`src/rtl/lfsr_rng_server.sv`:
```
// lfsr_rng_server: shared 8-bit Fibonacci LFSR (taps 7,5,4,3)
// handing out one random byte per grant to NREQ requesters, round-robin.
module lfsr_rng_server #(
    parameter int          NREQ         = 4,
    parameter logic [7:0]  SEED_DEFAULT = 8'hAA,
    parameter int          WARMUP       = 8
) (
    input  logic            clk,
    input  logic            rst,
    input  logic [NREQ-1:0] req,
    output logic [NREQ-1:0] gnt,
    output logic [7:0]      rnd_data,
    output logic            rnd_valid,
    input  logic            seed_valid,
    input  logic [7:0]      seed_data,
    output logic            seed_ready,
    output logic            busy
);

    localparam int PW = (NREQ > 1) ? $clog2(NREQ) : 1;

    typedef enum logic {
        ST_WARMUP = 1'b0,
        ST_SERVE  = 1'b1
    } state_t;

    state_t          state_q, state_d;
    logic [7:0]      s_q, s_d;
    logic [7:0]      cnt_q, cnt_d;
    logic [PW-1:0]   ptr_q, ptr_d;
    logic [NREQ-1:0] gnt_q, gnt_d;
    logic [7:0]      data_q, data_d;
    logic            valid_q, valid_d;
    logic [PW-1:0]   pick;

    function automatic logic [7:0] lfsr_next(input logic [7:0] s);
        return {s[6:0], s[7] ^ s[5] ^ s[4] ^ s[3]};
    endfunction

    // First set request bit at or above p, wrapping modulo NREQ.
    function automatic logic [PW-1:0] rr_pick(
        input logic [NREQ-1:0] r,
        input logic [PW-1:0]   p
    );
        logic [PW-1:0] res;
        logic          done;
        int            idx;
        res  = '0;
        done = 1'b0;
        for (int k = 0; k < NREQ; k++) begin
            idx = int'(p) + k;
            if (idx >= NREQ) idx = idx - NREQ;
            if (!done && r[idx]) begin
                res  = idx[PW-1:0];
                done = 1'b1;
            end
        end
        return res;
    endfunction

    assign pick       = rr_pick(req, ptr_q);
    assign gnt        = gnt_q;
    assign rnd_data   = data_q;
    assign rnd_valid  = valid_q;
    assign seed_ready = (state_q == ST_SERVE);
    assign busy       = (state_q == ST_WARMUP);

    // Next-state: warm-up stepping, seed loading and round-robin grants.
    always_comb begin
        state_d = state_q;
        s_d     = s_q;
        cnt_d   = cnt_q;
        ptr_d   = ptr_q;
        gnt_d   = '0;
        valid_d = 1'b0;
        data_d  = data_q;
        unique case (state_q)
            ST_WARMUP: begin
                s_d   = lfsr_next(s_q);
                cnt_d = cnt_q - 8'd1;
                if (cnt_q == 8'd1) state_d = ST_SERVE;
            end
            ST_SERVE: begin
                if (seed_valid) begin
                    s_d     = (seed_data == 8'h00) ? SEED_DEFAULT : seed_data;
                    cnt_d   = 8'(WARMUP);
                    state_d = ST_WARMUP;
                end else if (|req) begin
                    gnt_d[pick] = 1'b1;
                    valid_d     = 1'b1;
                    data_d      = s_q;
                    s_d         = lfsr_next(s_q);
                    ptr_d       = (pick == PW'(NREQ - 1)) ? '0 : pick + PW'(1);
                end
            end
            default: state_d = ST_WARMUP;
        endcase
    end

    // State registers with synchronous reset.
    always_ff @(posedge clk) begin
        if (rst) begin
            state_q <= ST_WARMUP;
            s_q     <= SEED_DEFAULT;
            cnt_q   <= 8'(WARMUP);
            ptr_q   <= '0;
            gnt_q   <= '0;
            data_q  <= 8'h00;
            valid_q <= 1'b0;
        end else begin
            state_q <= state_d;
            s_q     <= s_d;
            cnt_q   <= cnt_d;
            ptr_q   <= ptr_d;
            gnt_q   <= gnt_d;
            data_q  <= data_d;
            valid_q <= valid_d;
        end
    end

endmodule

```
`config.mk`:
```
export PLATFORM = sky130hd
export DESIGN_NAME = lfsr_rng_server
export DESIGN_NICKNAME = d
export VERILOG_FILES = /design/src/rtl/lfsr_rng_server.sv
export SDC_FILE = /design/constraint.sdc
export NUM_CORES = 1
export LEC_CHECK = 0
export ABC_CLOCK_PERIOD_IN_PS = 3200
export BUFFER_PORTS_ARGS = -buffer_cell sky130_fd_sc_hd__buf_2
export CORE_ASPECT_RATIO = 0.5
export CORE_MARGIN = 8
export CORE_UTILIZATION = 40
export CTS_CLUSTER_SIZE = 30
export DETAILED_ROUTE_END_ITERATION = 7
export GPL_ROUTABILITY_DRIVEN = 0
export GPL_TIMING_DRIVEN = 1
export PLACE_DENSITY = 0.58
export SYNTH_ARGS = -nofsm -noshare
export SYNTH_HDL_FRONTEND = slang
export SYNTH_SLANG_ARGS = --single-unit
```
`constraint.sdc`:
```
create_clock -name clk -period 3.2 [get_ports clk]
set_clock_uncertainty 0.2 [all_clocks]
set_input_delay 0.48 -clock clk [delete_from_list [all_inputs] [get_ports clk]]
set_output_delay 0.48 -clock clk [all_outputs]
set_load 0.005 [all_outputs]
```
==> results of run 1 <==
synth_stat cells (3+ instances only):
| cell type | count | share of area (%) |
|---|---|---|
| sky130_fd_sc_hd__a311oi_1 | 3 | 1.8 |
| sky130_fd_sc_hd__nor2_1 | 26 | 6.7 |
| sky130_fd_sc_hd__dfxtp_1 | 32 | 44 |
| sky130_fd_sc_hd__nand2_1 | 11 | 2.8 |
| sky130_fd_sc_hd__inv_1 | 6 | 1.5 |
| sky130_fd_sc_hd__xnor2_1 | 3 | 1.8 |
| sky130_fd_sc_hd__or4_1 | 4 | 2.0 |
| sky130_fd_sc_hd__and2_1 | 6 | 2.6 |
| sky130_fd_sc_hd__a21oi_1 | 14 | 4.8 |
| sky130_fd_sc_hd__mux2i_1 | 9 | 6.1 |
| sky130_fd_sc_hd__o22ai_1 | 4 | 1.7 |
| sky130_fd_sc_hd__ha_1 | 6 | 5.1 |
| sky130_fd_sc_hd__nor3_1 | 3 | 1.0 |
| sky130_fd_sc_hd__o21ai_0 | 7 | 2.4 |
state kept, by name, summed over array words and instances (netlist names):
name / cells
cnt_q: 8
ptr_q: 2
gnt: 4
rnd_valid: 1
s_q: 8
seed_ready: 1
rnd_data: 8
placed cells by master (no fill, tap or decap), types with 3 or more instances in the layout:
cell	instances
sky130_fd_sc_hd__o21ai_0	7
sky130_fd_sc_hd__a311oi_1	3
sky130_fd_sc_hd__nor2_1	26
sky130_fd_sc_hd__a21oi_1	14
sky130_fd_sc_hd__inv_1	6
sky130_fd_sc_hd__and2_1	6
sky130_fd_sc_hd__nor3_1	3
sky130_fd_sc_hd__clkbuf_8	5
sky130_fd_sc_hd__ha_1	6
sky130_fd_sc_hd__o22ai_1	4
sky130_fd_sc_hd__or4_1	4
sky130_fd_sc_hd__nand2_1	11
sky130_fd_sc_hd__xnor2_1	3
sky130_fd_sc_hd__mux2i_1	9
sky130_fd_sc_hd__buf_2	29
sky130_fd_sc_hd__dfxtp_1	32
cells by family after synthesis:
group	after synthesis	share of synthesized area [%]
compound gates	40	17.2
fa+ha+maj	6	5.12
mux	9	6.15
buf+inv	13	5.29
xor+xnor	3	1.79
simple gates	62	20.8
flops	32	43.7
worst min path at each step:
| stage | to | slack (ps) | cells past startpoint | from |
|---|---|---|---|---|
| 6_report | s_q[4] | 270 | 3 | seed_data[4] |
| 3_5_place_dp | s_q[0] | 270 | 2 | s_q[0] |
| 3_3_place_gp | s_q[0] | 270 | 2 | s_q[0] |
| 5_1_grt | s_q[4] | 280 | 3 | seed_data[4] |
| 4_1_cts | s_q[4] | 260 | 3 | seed_data[4] |
| 2_1_floorplan | s_q[0] | 240 | 2 | s_q[0] |
power groups by stage:
stage               Clock (W)  Sequential [W]  Combinational, W
floorplan                   0        0.000462          0.000108
global placement            0        0.000471          0.000133
detailed placement          0        0.000472          0.000136
CTS                  0.000297        0.000464          0.000137
global route         0.000315        0.000469          0.000153
finish               0.000289        0.000464          0.000136
per-stage QoR:
step,area [um2],std cells,utilization (%),power [W],setup WS (ps)
3_3_place_gp,1620,238,46.6,0.000605,831
2_1_floorplan,1470,165,-,0.000571,1430
6_report,1700,245,48.9,0.000889,818
3_5_place_dp,1620,238,46.6,0.000608,764
4_1_cts,1700,245,48.9,0.000897,776
5_1_grt,1700,245,48.9,0.000937,570
critical path: cells and delay by family (launching register included):
kind / cells / cell delay [ps]
and+or+nand+nor: 3 / 1170
muxes: 1 / 270
DFF: 1 / 610
cell type report:
class | instances | area share (%)
Clock buffer | 6 | 4.28
Tap cell | 51 | 3.76
Inverter | 6 | 1.33
Sequential cell | 32 | 37.8
Clock inverter | 1 | 0.295
Timing Repair Buffer | 29 | 8.55
Multi-Input combinational cell | 120 | 44.0
layer usage:
layer | part of all wire (%) | vias up
li1 | - | 642
met1 | 51 | 574
met2 | 43 | 22
met3 | 4.2 | 6
met4 | 2.0 | 0
met5 | 0 | -
==> impl_metrics.tcl, run 1 <==
set metrics [dict create \
    asyncSetResetFlopFracSynth_pct 0 \
    drc 0 \
    totalNegativeSetupSlack_ps 0 \
    fillCellCount 363 \
    route.antenna.remaining_nets 0 \
    vias 1244 \
    cell_count_of_the_worst_reg_to_reg_path 4 \
    critical_path.most_common_cell "sky130_fd_sc_hd__nor2_1" \
    report.final.setup_viol 0 \
    leakagePower_nw 0.696 \
    max_slew_margin_pct 31.2 \
    timing.final.max_slew_violations 0 \
    post_cts_resize_count 0 \
    arrival_ps 2330 \
    std_cell_rows 15 \
    yosys.cell_types.count 38 \
    mappedNetlistArea_um2 1470 \
    worst_ep_required_time_ps 3150 \
    gr-usage-met3_pct 3.88 \
    worst_setup_hold_path_clk_slew_ps 70 \
    cts.repair_timing.setup_buffer_count 0 \
    report.final.hold_viol_count 0 \
    worst_pin_slew_ps 1030 \
    synth.ff_latch_count 32 \
    postSynthCellCount 165 \
    synth_edf_count 0 \
    floorplan.die.height_um 58.8 \
    worst_supply_voltage_drop_on_vdd_uv 205 \
    initial_antenna_violation_count 0 \
    result_of_the_run "completed" \
    timing.max_cap.violations 0 \
    cp-end-kind "register" \
    finalNetCount 215 \
    cts_buffer_depth 2 \
    ys_seq_area_share_pct 43.7 \
    r2r_end "rnd_data[7]" \
    globalRouteOverflowTotal 0 \
    dr.pass1.iters 4 \
    setup.worst_path.start_class "register" \
    seq_power_share_pct 52.2 \
    post-route-period-util_pct 74.4 \
    dieArea_um2 5970 \
    clock-root-buffer "sky130_fd_sc_hd__clkbuf_8" \
    grt_pass1_vias 1201 \
    start_util_pct 42.2 \
    post_cts_hold_buffer_count 0 \
    worst_hold_slack_ps 266 \
    clock_insertion_delay_worst_skew_ps 280 \
    post-route-min-period_ps 2380 \
    htreeDepth 2 \
    place.port_buffers 29 \
    die_width_um 102 \
    pwr-share-comb_pct 15.3 \
    grt-busiest-layer "met2" \
    routed_wl_um 3200 \
    worstSetupEndpoint "rnd_data[7]" \
    reg2reg_from "seed_ready" \
    cts_tree "yes" \
    tritoncts.num_buffers 5 \
    groute.layer.met2.usage_pct 17.7 \
    first_iter_violations 28 \
    crit_path_cells "nand2b_1 -> nor2_1 -> mux2i_1 -> nor2_1" \
    sequential_cell_area_um2 641 \
    avgViaCountPerCell 5.08 \
    power_report.internal_total_w 0.000647 \
    hold_class "in -> reg" \
    critPathLaunch "seed_ready" \
    criticalPathCategory "reg -> reg" \
    synth_fp_nets 186 \
    net-switching-power_w 0.000242 \
    ys.flop_type "sky130_fd_sc_hd__dfxtp_1" \
    grt_start_max_net_pins 31 \
    share_clk_of_total_power_pct 32.5 \
    clock_sinks 32 \
    cpMaxStageDelayCell "sky130_fd_sc_hd__nor2_1" \
    drive_above_1_share_pct 19.6 \
    power_switching_share_pct 27.2 \
    critPathMaxStageDelay_ps 850 \
    grt.met1_usage_pct 13.8 \
    wire_length_of_the_first_global_routing_pass_um 5390 \
    syn_avg_cell_area_um2 8.88 \
    power-per-cell-area_nw_per_um2 524 \
    area_of_the_multi_input_gates_um2 747 \
    detail_route.wl_per_cell_um 13.1 \
    syn2layout_area_growth_pct 15.8 \
    rsz_0062_raised_after_global_routing "false" \
    n_antenna_cell 0 \
    hpwl_after_dpl_um 2310 \
    reg2reg_slack_ps 820 \
    cp_max_fo 15 \
    pin_count 30 \
    yosys_warnings 0 \
    core-area_um2 3470 \
    grt_use_total_pct 11.5 \
    max_clock_freq_ghz 0.420 \
]
Note: power is estimated with default switching activity, not from simulation.
==> inputs of run 2 (changes only) <==
- ABC_AREA: not set -> 1
- ABC_CLOCK_PERIOD_IN_PS: 3200 -> 2000
- PLACE_DENSITY: 0.58 -> 0.6
- clock period: 3.2 -> 2 ns (I/O delays scaled with it)
==> run 2 against run 1 <==
The run now ends with negative setup slack left. Power is 70% higher. Sequential power is 58% higher. Sequential cell count stayed put. Critical path depth is 11 higher. Via count is 26% higher. Critical endpoint is now ptr_q[1].
==> impl_metrics.tcl, run 2 <==
set metrics [dict create \
    ys.flop_type "sky130_fd_sc_hd__dfxtp_1" \
    post_cts_hold_buffer_count 0 \
    synth_fp_nets 244 \
    synth.ff_latch_count 32 \
    avgViaCountPerCell 4.82 \
    finish.cell_count_without_fillers 325 \
    die_width_um 105 \
    max_clock_freq_ghz 0.492 \
    result_of_the_run "complete, but fails checks" \
    setup_slack_ps -32.6 \
    cp_max_fo 6 \
    cts_tree "yes" \
    pin_count 30 \
    final_common_cell "sky130_fd_sc_hd__dfxtp_1" \
    final_core_utilization_pct 56.4 \
    htreeDepth 2 \
    drc 0 \
    place.port_buffers 29 \
    setup.worst_path.start_class "register" \
    dr.pass1.iters 4 \
    wire_length_of_the_first_global_routing_pass_um 7020 \
    timing.max_cap.violations 0 \
    critPathLaunch "ptr_q[0]" \
    initial_antenna_violation_count 0 \
    tritoncts.num_buffers 5 \
    worst_supply_voltage_drop_on_vdd_uv 427 \
    worst_pin_slew_ps 271 \
    cp-end-kind "register" \
    max_slew_margin_pct 81.9 \
    hpwl_after_dpl_um 2870 \
    synth_edf_count 0 \
    critPathMaxStageDelay_ps 370 \
    first_iter_violations 73 \
    yosys-top-cells-area "sky130_fd_sc_hd__dfxtp_1, sky130_fd_sc_hd__nand2_1, sky130_fd_sc_hd__nor2_1" \
    floorplan.die.height_um 60.7 \
    routed_wl_um 4080 \
    worst_path_dominant_cell_family "simple AND/OR/NAND/NOR gates" \
    critPathBufInv 3 \
    post-route-min-period_ps 2030 \
    mappedNetlistArea_um2 1600 \
    std_cell_rows 16 \
    report.final.setup_viol 1 \
    leakagePower_nw 1.02 \
    violated_checks "negative setup slack" \
    power-per-cell-area_nw_per_um2 695 \
    post-route-period-util_pct 102 \
    clock_sinks 32 \
    fillCellCount 381 \
    hold_class "in -> reg" \
    synthMostInstantiatedCell "sky130_fd_sc_hd__nand2_1" \
    cpMaxStageDelayCell "sky130_fd_sc_hd__dfxtp_4" \
    drive_above_1_share_pct 35.8 \
    timing.final.max_slew_violations 0 \
    yosys_warnings 0 \
    grt_start_max_net_pins 17 \
    worst_setup_hold_path_clk_slew_ps 60 \
    report.final.hold_viol_count 0 \
    yosys.area.top_type_share_pct 40.0 \
    layout.cells.most_common_list "sky130_fd_sc_hd__dfxtp_1, sky130_fd_sc_hd__nand2_1, sky130_fd_sc_hd__buf_2" \
    vias 1566 \
    core-area_um2 3860 \
    asyncSetResetFlopFracSynth_pct 0 \
    detail_route.wl_per_cell_um 12.6 \
    pre_cts_ws_ps -133 \
    clock-root-buffer "sky130_fd_sc_hd__clkbuf_8" \
    placedCellCount 313 \
    finalNetCount 292 \
    area_of_the_multi_input_gates_um2 966 \
    rsz_0062_raised_after_global_routing "true" \
    syn2layout_area_growth_pct 36.0 \
    reg2reg_from "ptr_q[0]" \
    synth_top_area_cell "sky130_fd_sc_hd__dfxtp_1" \
    n_antenna_cell 0 \
    crit_path_cells "buf_12 -> inv_8 -> nand2_2 -> nand2_2 -> nand2_2 -> nand2_4 -> buf_4 -> nand2_1 -> nand2_1 -> nand2_1 -> nand2_1 -> nand2_4 -> ha_4 -> o21ai_2 -> a21oi_2" \
    worst_ep_required_time_ps 1960 \
    start_util_pct 41.5 \
    netlist_top_cells_count "sky130_fd_sc_hd__nand2_1, sky130_fd_sc_hd__dfxtp_1, sky130_fd_sc_hd__nor2_1" \
    criticalPathCategory "reg -> reg" \
    grt_pass1_vias 1562 \
    yosys.cell_types.count 32 \
    critical_path.most_common_cell "sky130_fd_sc_hd__nand2_1" \
    route.antenna.remaining_nets 0 \
    postSynthCellCount 223 \
    min-delay-start "seed_data[3]" \
    cts_buffer_depth 2 \
    ys_seq_area_share_pct 40.0 \
    arrival_ps 1990 \
    sequential_cell_area_um2 646 \
    syn_avg_cell_area_um2 7.18 \
    globalRouteOverflowTotal 0 \
    clock_insertion_delay_worst_skew_ps 270 \
    grt_use_total_pct 13.5 \
    dieArea_um2 6410 \
]
## run 2: final cells by class
| type | count | area share (%) |
|---|---|---|
| inverters | 31 | 5.69 |
| well taps | 54 | 3.10 |
| flip-flops and latches | 32 | 29.6 |
| clock inverters | 1 | 0.230 |
| multi-input cells | 156 | 44.3 |
| repair buffers | 45 | 13.7 |
| clock buffers | 6 | 3.33 |
## run 2: worst register-to-register path, stage by stage, from the launching register on
cell	delay (ps)
sky130_fd_sc_hd__dfxtp_4	370
sky130_fd_sc_hd__buf_12	140
sky130_fd_sc_hd__inv_8	70
sky130_fd_sc_hd__nand2_2	50
sky130_fd_sc_hd__nand2_2	80
sky130_fd_sc_hd__nand2_2	70
sky130_fd_sc_hd__nand2_4	80
sky130_fd_sc_hd__buf_4	110
sky130_fd_sc_hd__nand2_1	50
sky130_fd_sc_hd__nand2_1	50
sky130_fd_sc_hd__nand2_1	40
sky130_fd_sc_hd__nand2_1	90
sky130_fd_sc_hd__nand2_4	80
sky130_fd_sc_hd__ha_4	240
sky130_fd_sc_hd__o21ai_2	140
sky130_fd_sc_hd__a21oi_2	40
## run 2: final timing paths
check	to	slack (ps)	cells after the start
worst max-delay path	ptr_q[1]	-30	15
worst min-delay path	s_q[3]	70	3
worst max register to register	ptr_q[1]	-30	15
worst min register to register	cnt_q[6]	260	1
## run 2: metrics by stage
stage	instance area (um2)	total power [W]	setup TNS, ps	hold slack, ps
2_1_floorplan	1600	0.000932	0	236
3_3_place_gp	1880	0.00102	-90.9	251
3_5_place_dp	1880	0.00102	-157	260
4_1_cts	2110	0.00151	-0.330	68.8
5_1_grt	2180	0.00161	-292	110
6_report	2180	0.00151	-32.6	70.2
## run 2: logic make-up after synthesis
| kind of cell | synth area share, % |
|---|---|
| xor gates and xnor gates | 1.09 |
| buffers and inverters | 9.22 |
| DFF | 40.0 |
| adders and majority gates | 4.69 |
| and+or+nand+nor | 27.1 |
| AOI/OAI and AO/OA | 17.9 |
## run 2: layer usage
layer  GRT usage (%)  part of all wire (%)  up-vias  routed length, um
met1            15.7                    46      727               1880
met3            4.03                   3.3        4                134
met2            24.2                    50       15               2030
met5               0                     0        -                  0
li1                -                     -      820                  -
met4            4.02                  0.93        0                 38
## run 2: where the power goes
part,leakage [nW],internal (W),switching [W]
combinational,0.712,0.000140,0.000190
sequential,0.263,0.000690,0.0000415
clock,0.0410,0.000236,0.000218
total,1.02,0.00107,0.000449
## run 2: timing repair
item	in CTS	in global routing
cloned	1	0
setup buffers	3	1
resized for setup	28	17
pin swaps	11	13
endpoints found under the setup margin	5	5
